===== src/rtl/if_fetch_queue.sv =====
// Instruction-fetch stage with a credit-limited, pipelined imem port and an
// in-order prefetch queue feeding decode through a valid/ready hand-off.
// Redirects flush the queue and mark outstanding responses as stale.
module if_fetch_queue #(
  parameter int                ADDR_W   = 32,
  parameter int                INSTR_W  = 32,
  parameter int                DEPTH    = 4,
  parameter logic [ADDR_W-1:0] RESET_PC = {ADDR_W{1'b0}}
) (
  input  logic               clk,
  input  logic               rst_n,
  input  logic               redirect_valid,
  input  logic [ADDR_W-1:0]  redirect_pc,
  output logic               imem_req_valid,
  input  logic               imem_req_ready,
  output logic [ADDR_W-1:0]  imem_addr,
  input  logic               imem_rsp_valid,
  input  logic [INSTR_W-1:0] imem_rsp_data,
  output logic               id_valid,
  input  logic               id_ready,
  output logic [ADDR_W-1:0]  id_pc_plus4,
  output logic [INSTR_W-1:0] id_instr
);

  localparam int PTR_W = (DEPTH > 2) ? $clog2(DEPTH) : 1;
  localparam int CNT_W = $clog2(DEPTH + 1);
  localparam logic [CNT_W-1:0]  DEPTH_C  = CNT_W'(DEPTH);
  localparam logic [PTR_W-1:0]  LAST_PTR = PTR_W'(DEPTH - 1);
  localparam logic [ADDR_W-1:0] PC_STEP  = ADDR_W'(3'd4);
  localparam logic [ADDR_W-1:0] WORD_MSK = {{(ADDR_W-2){1'b1}}, 2'b00};

  // Circular pointer advance; DEPTH need not be a power of two.
  function automatic logic [PTR_W-1:0] ptr_inc(input logic [PTR_W-1:0] p);
    if (p == LAST_PTR) begin
      return {PTR_W{1'b0}};
    end else begin
      return p + PTR_W'(1'b1);
    end
  endfunction

  logic [ADDR_W-1:0]  fetch_pc_r;
  logic [CNT_W-1:0]   inflight_r, drop_r, occ_r;
  logic [CNT_W-1:0]   inflight_nx_s, drop_nx_s, occ_nx_s;
  logic [ADDR_W-1:0]  pcf_mem_r [DEPTH];
  logic [PTR_W-1:0]   pcf_rd_r, pcf_wr_r;
  logic [ADDR_W-1:0]  iq_pc4_r [DEPTH];
  logic [INSTR_W-1:0] iq_instr_r [DEPTH];
  logic [PTR_W-1:0]   iq_rd_r, iq_wr_r;

  logic credit_s, req_valid_s, accept_s;
  logic rsp_live_s, rsp_keep_s, id_valid_s, pop_s;

  // Credits cover both queued entries and every outstanding request,
  // including ones whose responses will be thrown away.
  assign credit_s    = ({1'b0, inflight_r} + {1'b0, occ_r}) < {1'b0, DEPTH_C};
  assign req_valid_s = rst_n & ~redirect_valid & credit_s;
  assign accept_s    = req_valid_s & imem_req_ready;
  // A response with nothing outstanding is a protocol error and is ignored.
  assign rsp_live_s  = imem_rsp_valid & (inflight_r != {CNT_W{1'b0}});
  assign rsp_keep_s  = rsp_live_s & ~redirect_valid & (drop_r == {CNT_W{1'b0}});
  assign id_valid_s  = (occ_r != {CNT_W{1'b0}});
  assign pop_s       = id_valid_s & id_ready & ~redirect_valid;

  assign imem_req_valid = req_valid_s;
  assign imem_addr      = fetch_pc_r;
  assign id_valid       = id_valid_s;
  assign id_pc_plus4    = iq_pc4_r[iq_rd_r];
  assign id_instr       = iq_instr_r[iq_rd_r];

  // Next values of the inflight, drop and occupancy counters.
  always_comb begin
    inflight_nx_s = inflight_r;
    drop_nx_s     = drop_r;
    occ_nx_s      = occ_r;
    if (redirect_valid) begin
      // Everything still outstanding after this cycle is stale, so the drop
      // count simply becomes the remaining inflight count.
      inflight_nx_s = inflight_r - CNT_W'(rsp_live_s);
      drop_nx_s     = inflight_r - CNT_W'(rsp_live_s);
      occ_nx_s      = {CNT_W{1'b0}};
    end else begin
      inflight_nx_s = inflight_r + CNT_W'(accept_s) - CNT_W'(rsp_live_s);
      if (rsp_live_s && (drop_r != {CNT_W{1'b0}})) begin
        drop_nx_s = drop_r - CNT_W'(1'b1);
      end else begin
        drop_nx_s = drop_r;
      end
      occ_nx_s = occ_r + CNT_W'(rsp_keep_s) - CNT_W'(pop_s);
    end
  end

  // Fetch PC and the three bookkeeping counters.
  always_ff @(posedge clk or negedge rst_n) begin
    if (!rst_n) begin
      fetch_pc_r <= RESET_PC;
      inflight_r <= {CNT_W{1'b0}};
      drop_r     <= {CNT_W{1'b0}};
      occ_r      <= {CNT_W{1'b0}};
    end else begin
      if (redirect_valid) begin
        fetch_pc_r <= redirect_pc & WORD_MSK;
      end else if (accept_s) begin
        fetch_pc_r <= fetch_pc_r + PC_STEP;
      end else begin
        fetch_pc_r <= fetch_pc_r;
      end
      inflight_r <= inflight_nx_s;
      drop_r     <= drop_nx_s;
      occ_r      <= occ_nx_s;
    end
  end

  // PC FIFO: addresses of live outstanding requests, matched to responses in order.
  always_ff @(posedge clk or negedge rst_n) begin
    if (!rst_n) begin
      pcf_rd_r <= {PTR_W{1'b0}};
      pcf_wr_r <= {PTR_W{1'b0}};
      for (int i = 0; i < DEPTH; i++) begin
        pcf_mem_r[i] <= {ADDR_W{1'b0}};
      end
    end else if (redirect_valid) begin
      pcf_rd_r <= {PTR_W{1'b0}};
      pcf_wr_r <= {PTR_W{1'b0}};
    end else begin
      if (accept_s) begin
        pcf_mem_r[pcf_wr_r] <= fetch_pc_r;
        pcf_wr_r            <= ptr_inc(pcf_wr_r);
      end
      if (rsp_keep_s) begin
        pcf_rd_r <= ptr_inc(pcf_rd_r);
      end
    end
  end

  // Instruction queue of {pc+4, instr}; decode reads the head straight from storage.
  always_ff @(posedge clk or negedge rst_n) begin
    if (!rst_n) begin
      iq_rd_r <= {PTR_W{1'b0}};
      iq_wr_r <= {PTR_W{1'b0}};
      for (int i = 0; i < DEPTH; i++) begin
        iq_pc4_r[i]   <= {ADDR_W{1'b0}};
        iq_instr_r[i] <= {INSTR_W{1'b0}};
      end
    end else if (redirect_valid) begin
      iq_rd_r <= {PTR_W{1'b0}};
      iq_wr_r <= {PTR_W{1'b0}};
    end else begin
      if (rsp_keep_s) begin
        iq_pc4_r[iq_wr_r]   <= pcf_mem_r[pcf_rd_r] + PC_STEP;
        iq_instr_r[iq_wr_r] <= imem_rsp_data;
        iq_wr_r             <= ptr_inc(iq_wr_r);
      end
      if (pop_s) begin
        iq_rd_r <= ptr_inc(iq_rd_r);
      end
    end
  end

endmodule


===== config.mk =====
export PLATFORM = sky130hd
export DESIGN_NAME = if_fetch_queue
export DESIGN_NICKNAME = d
export VERILOG_FILES = /design/src/rtl/if_fetch_queue.sv
export SDC_FILE = /design/constraint.sdc
export NUM_CORES = 1
export LEC_CHECK = 0
export CAP_MARGIN = 20
export CELL_PAD_IN_SITES_DETAIL_PLACEMENT = 2
export CELL_PAD_IN_SITES_GLOBAL_PLACEMENT = 2
export CORE_MARGIN = 2
export CORE_UTILIZATION = 40
export CTS_CLUSTER_SIZE = 24
export DETAILED_ROUTE_END_ITERATION = 16
export PLACE_DENSITY = 0.85
export SLEW_MARGIN = 20
export SYNTH_ARGS = -nofsm -noshare
export SYNTH_HDL_FRONTEND = slang
export SYNTH_SLANG_ARGS = --single-unit

===== constraint.sdc =====
create_clock -name clk -period 7.31 [get_ports clk]
set_clock_uncertainty 0.2 [all_clocks]
set_input_delay 2.193 -clock clk [delete_from_list [all_inputs] [get_ports clk]]
set_output_delay 2.193 -clock clk [all_outputs]
set_load 0.005 [all_outputs]

==> metrics.md <==
| Metric | Value |
|---|---|
| Outcome | `finished, violations left` |
| Failing checks | `DRC` |
| Peak VDD IR | `roughly 0.15 mV` |
| Met2 Use GR | `0.418` |
| Post-CTS sizing | `0` |
| FP Rows | `79` |
| Antenna violations before repair | `0` |
| Worst reg2reg path endpoint | `inflight_r[2]` |
| Post-Syn Area per Cell | `around 13 um2` |
| Max-slew headroom | `0.277` |
| Min Clock Period, post-route | `5.75 ns` |
| Register-to-register setup slack | `3.35 ns` |
| Tcrit/Tclk final | `0.786` |
| GR Layer Usage met3 | `0.0387` |
| F_max | `0.174 GHz` |
| First-pass DRT Iterations | `10` |
| Clock Tree Root | `clkbuf_16` |
| Final setup fails | `0` |
| Capturing element of the worst setup path | `imem_req_valid` |
| Dpl hpwl | `35.0 mm` |
| Unrepaired setup endpoints after global routing | `false` |
| CTS clk-pin slew, worst paths | `0.05 ns` |
| Clk buf depth | `3` |
| Max Slew Vio Count | `0` |
| Crit path launch | `rst_n` |
| Synth cell types | `52` |
| Io pins | `~170` |
| H-tree depth | `2` |
| CORE AREA | `between 40,000 and 50,000 um2` |
| Post-route setup TNS | `0 ns` |
| Lkg Pwr | `approximately 10 nW` |
| CP Launch Type | `input port` |
| Area Growth Syn to Fin | `19.5%` |
| # Post-CTS Setup Buffers | `0` |
| Inserted Diodes | `0` |
| Cell Area, Synth | `~19,000 um2` |
| Least-Margin Pin Slew | `1.08 ns` |
| Vias in the first global route | `15.0k` |
| Layer with the highest usage | `met2` |
| Critical path required time | `~4.9 ns` |
| # DRC | `12` |
| Max_cap viols | `0` |
| Final wirelength | `around 56 mm` |
| Die height | `~220 um` |
| Critical path class | `in2out` |
| Starting Density | `0.406` |
| DRT antenna net count | `0` |
| Sequential area share after synthesis | `0.548` |
| Initial DRC count | `549` |
| Hold Path Class | `reg2reg` |
| Total power | `between 7 and 8 mW` |
| Largest net degree at the start of global routing | `189` |
| Met1 usage | `0.297` |
| Worst skew pair latency | `0.60 ns` |
| First-pass GRT wire length | `between 90 and 100 mm` |
| CTS sink cnt | `approximately 420` |
| Ys Warns | `0` |
| Most frequent cells in the layout | `dfrtp_1 (411), mux2_2 (244), nand2_1 (169)` |
| GP Congestion | `between 0.7 and 0.8` |
| DR WL/cell | `25.5 um` |
| Total Die Area | `between 40,000 and 50,000 um2` |
| TritonCTS Buffers | `47` |
| Commonest non-fill, non-tap cell in the layout | `dfrtp_1` |
| Horiz. Die Dim | `about 220 um` |
| Port Buffers | `161` |
| Final Hold Fails | `0` |
| DR vias/cell | `5.66` |
| Mapped Cells | `1,441` |
| Hold Buf Count CTS | `0` |
| Crit path DAT | `~3.4 ns` |
| Gr ovfl total | `0` |
| PD cells | `339 nW/um2` |
| Yosys reg bits | `415` |
| Max FO, Critical Path | `between 40 and 50` |
| Worst R2R Start | `inflight_r[2]` |
| Layout cells sized above 1 | `0.276` |
| Nets | `1,665` |
| Crit. End Element | `output pin` |
| R2R cell count | `11` |
| Via count | `between 10k and 15k` |
| Total track usage | `0.235` |
| CTS tree | `built` |
==> layer usage <==
metal	vias up	wire length [um]
met1	6744	23700
met5	-	0
met2	247	29300
met4	0	1310
li1	5458	-
met3	89	2110
==> per-stage QoR <==
step,hold slack [ns],utilization,instance area [um2],cells,setup slack (ns)
2_1_floorplan,0.245,-,19000,1444,2.08
3_3_place_gp,0.256,0.452,21100,2129,1.53
3_5_place_dp,0.268,0.452,21100,2129,1.53
4_1_cts,0.285,0.485,22600,2215,1.53
5_1_grt,0.314,0.485,22600,2215,1.47
6_report,0.282,0.485,22600,2215,1.56
==> how the worst min path moves through the flow <==
stage                    end  cells after the start  slack [ns]     startpoint
2_1_floorplan   iq_pc4_r[34]                      2        0.24   iq_pc4_r[34]
3_3_place_gp   iq_pc4_r[103]                      2        0.26  iq_pc4_r[103]
3_5_place_dp    iq_pc4_r[19]                      2        0.27   iq_pc4_r[19]
4_1_cts         iq_pc4_r[19]                      2        0.28   iq_pc4_r[19]
5_1_grt         iq_pc4_r[19]                      2        0.31   iq_pc4_r[19]
6_report        iq_pc4_r[70]                      2        0.28   iq_pc4_r[70]
==> worst max-delay path, stage by stage <==
cell,delay (ns)
buf_8,0.34
and3_1,0.26
clkdlybuf4s50_1,0.51
==> Yosys cell counts (all sizes together) <==
| cell | instances | share of area |
|---|---|---|
| buf | 30 | 0.0092 |
| mux4 | 92 | 0.11 |
| o21ai | 151 | 0.040 |
| and3 | 9 | 0.0030 |
| a21oi | 14 | 0.0037 |
| dfrtp | 415 | 0.55 |
| a32oi | 2 | 0.00092 |
| nand4 | 12 | 0.0048 |
| nor4 | 7 | 0.0031 |
| and2 | 4 | 0.0013 |
| clkinv | 1 | 0.00020 |
| o211ai | 6 | 0.0024 |
| mux2 | 244 | 0.14 |
| a221o | 10 | 0.0053 |
| a21o | 1 | 0.00040 |
| a31oi | 1 | 0.00033 |
| mux2i | 3 | 0.0016 |
| or3 | 5 | 0.0017 |
| and4 | 5 | 0.0023 |
| nand2b | 5 | 0.0017 |
| conb | 1 | 0.00020 |
| ha | 22 | 0.015 |
| nand3 | 28 | 0.0074 |
| a221oi | 1 | 0.00046 |
| or4b | 1 | 0.00053 |
| nor2 | 26 | 0.0053 |
| inv | 21 | 0.0042 |
| xnor2 | 15 | 0.0069 |
| o311ai | 4 | 0.0018 |
| nor3b | 9 | 0.0038 |
| fa | 2 | 0.0021 |
| o31a | 2 | 0.00092 |
| o31ai | 5 | 0.0020 |
| or2 | 1 | 0.00033 |
| nor3 | 8 | 0.0026 |
| or4 | 2 | 0.00079 |
| nor2b | 3 | 0.00099 |
| a22oi | 3 | 0.0012 |
| clkbuf | 69 | 0.014 |
| nand2 | 177 | 0.035 |
| xor2 | 24 | 0.011 |
==> flip-flops by register name, indices dropped and copies added, names as in the netlist <==
register and count:
drop_r 3, imem_addr 30, inflight_r 3, iq_instr_r 128, iq_pc4_r 120, iq_rd_r 2
iq_wr_r 2, occ_r 3, pcf_mem_r 120, pcf_rd_r 2, pcf_wr_r 2
==> cell type report <==
type                            count  area [um2]
Timing Repair Buffer              177        1740
Inverter                           22        82.6
Multi-Input combinational cell    908        8100
Clock inverter                     12         169
Sequential cell                   415       10400
Clock buffer                       74        1390
Tap cell                          607         759
Fill cell                        4439       24000
==> cells by family (layout without fill, tap and decap cells) <==
| family | count (synthesis) | count (layout) | synth area share |
|---|---|---|---|
| flops | 415 | 415 | 0.548 |
| mux | 339 | 339 | 0.256 |
| simple gates | 302 | 302 | 0.0746 |
| compound gates | 200 | 200 | 0.0593 |
| buf+inv | 121 | 285 | 0.0273 |
| xor+xnor | 39 | 39 | 0.0180 |
| fa+ha+maj | 24 | 24 | 0.0166 |
| other cells | 1 | 4 | 0.000198 |
==> power by group <==
part	switching [mW]	leakage (nW)	internal (mW)
Clock	0.983	0.767	1.42
Combinational	0.985	3.71	1.15
Sequential	0.401	5.59	2.74
Power figures use the tool's default switching activity.
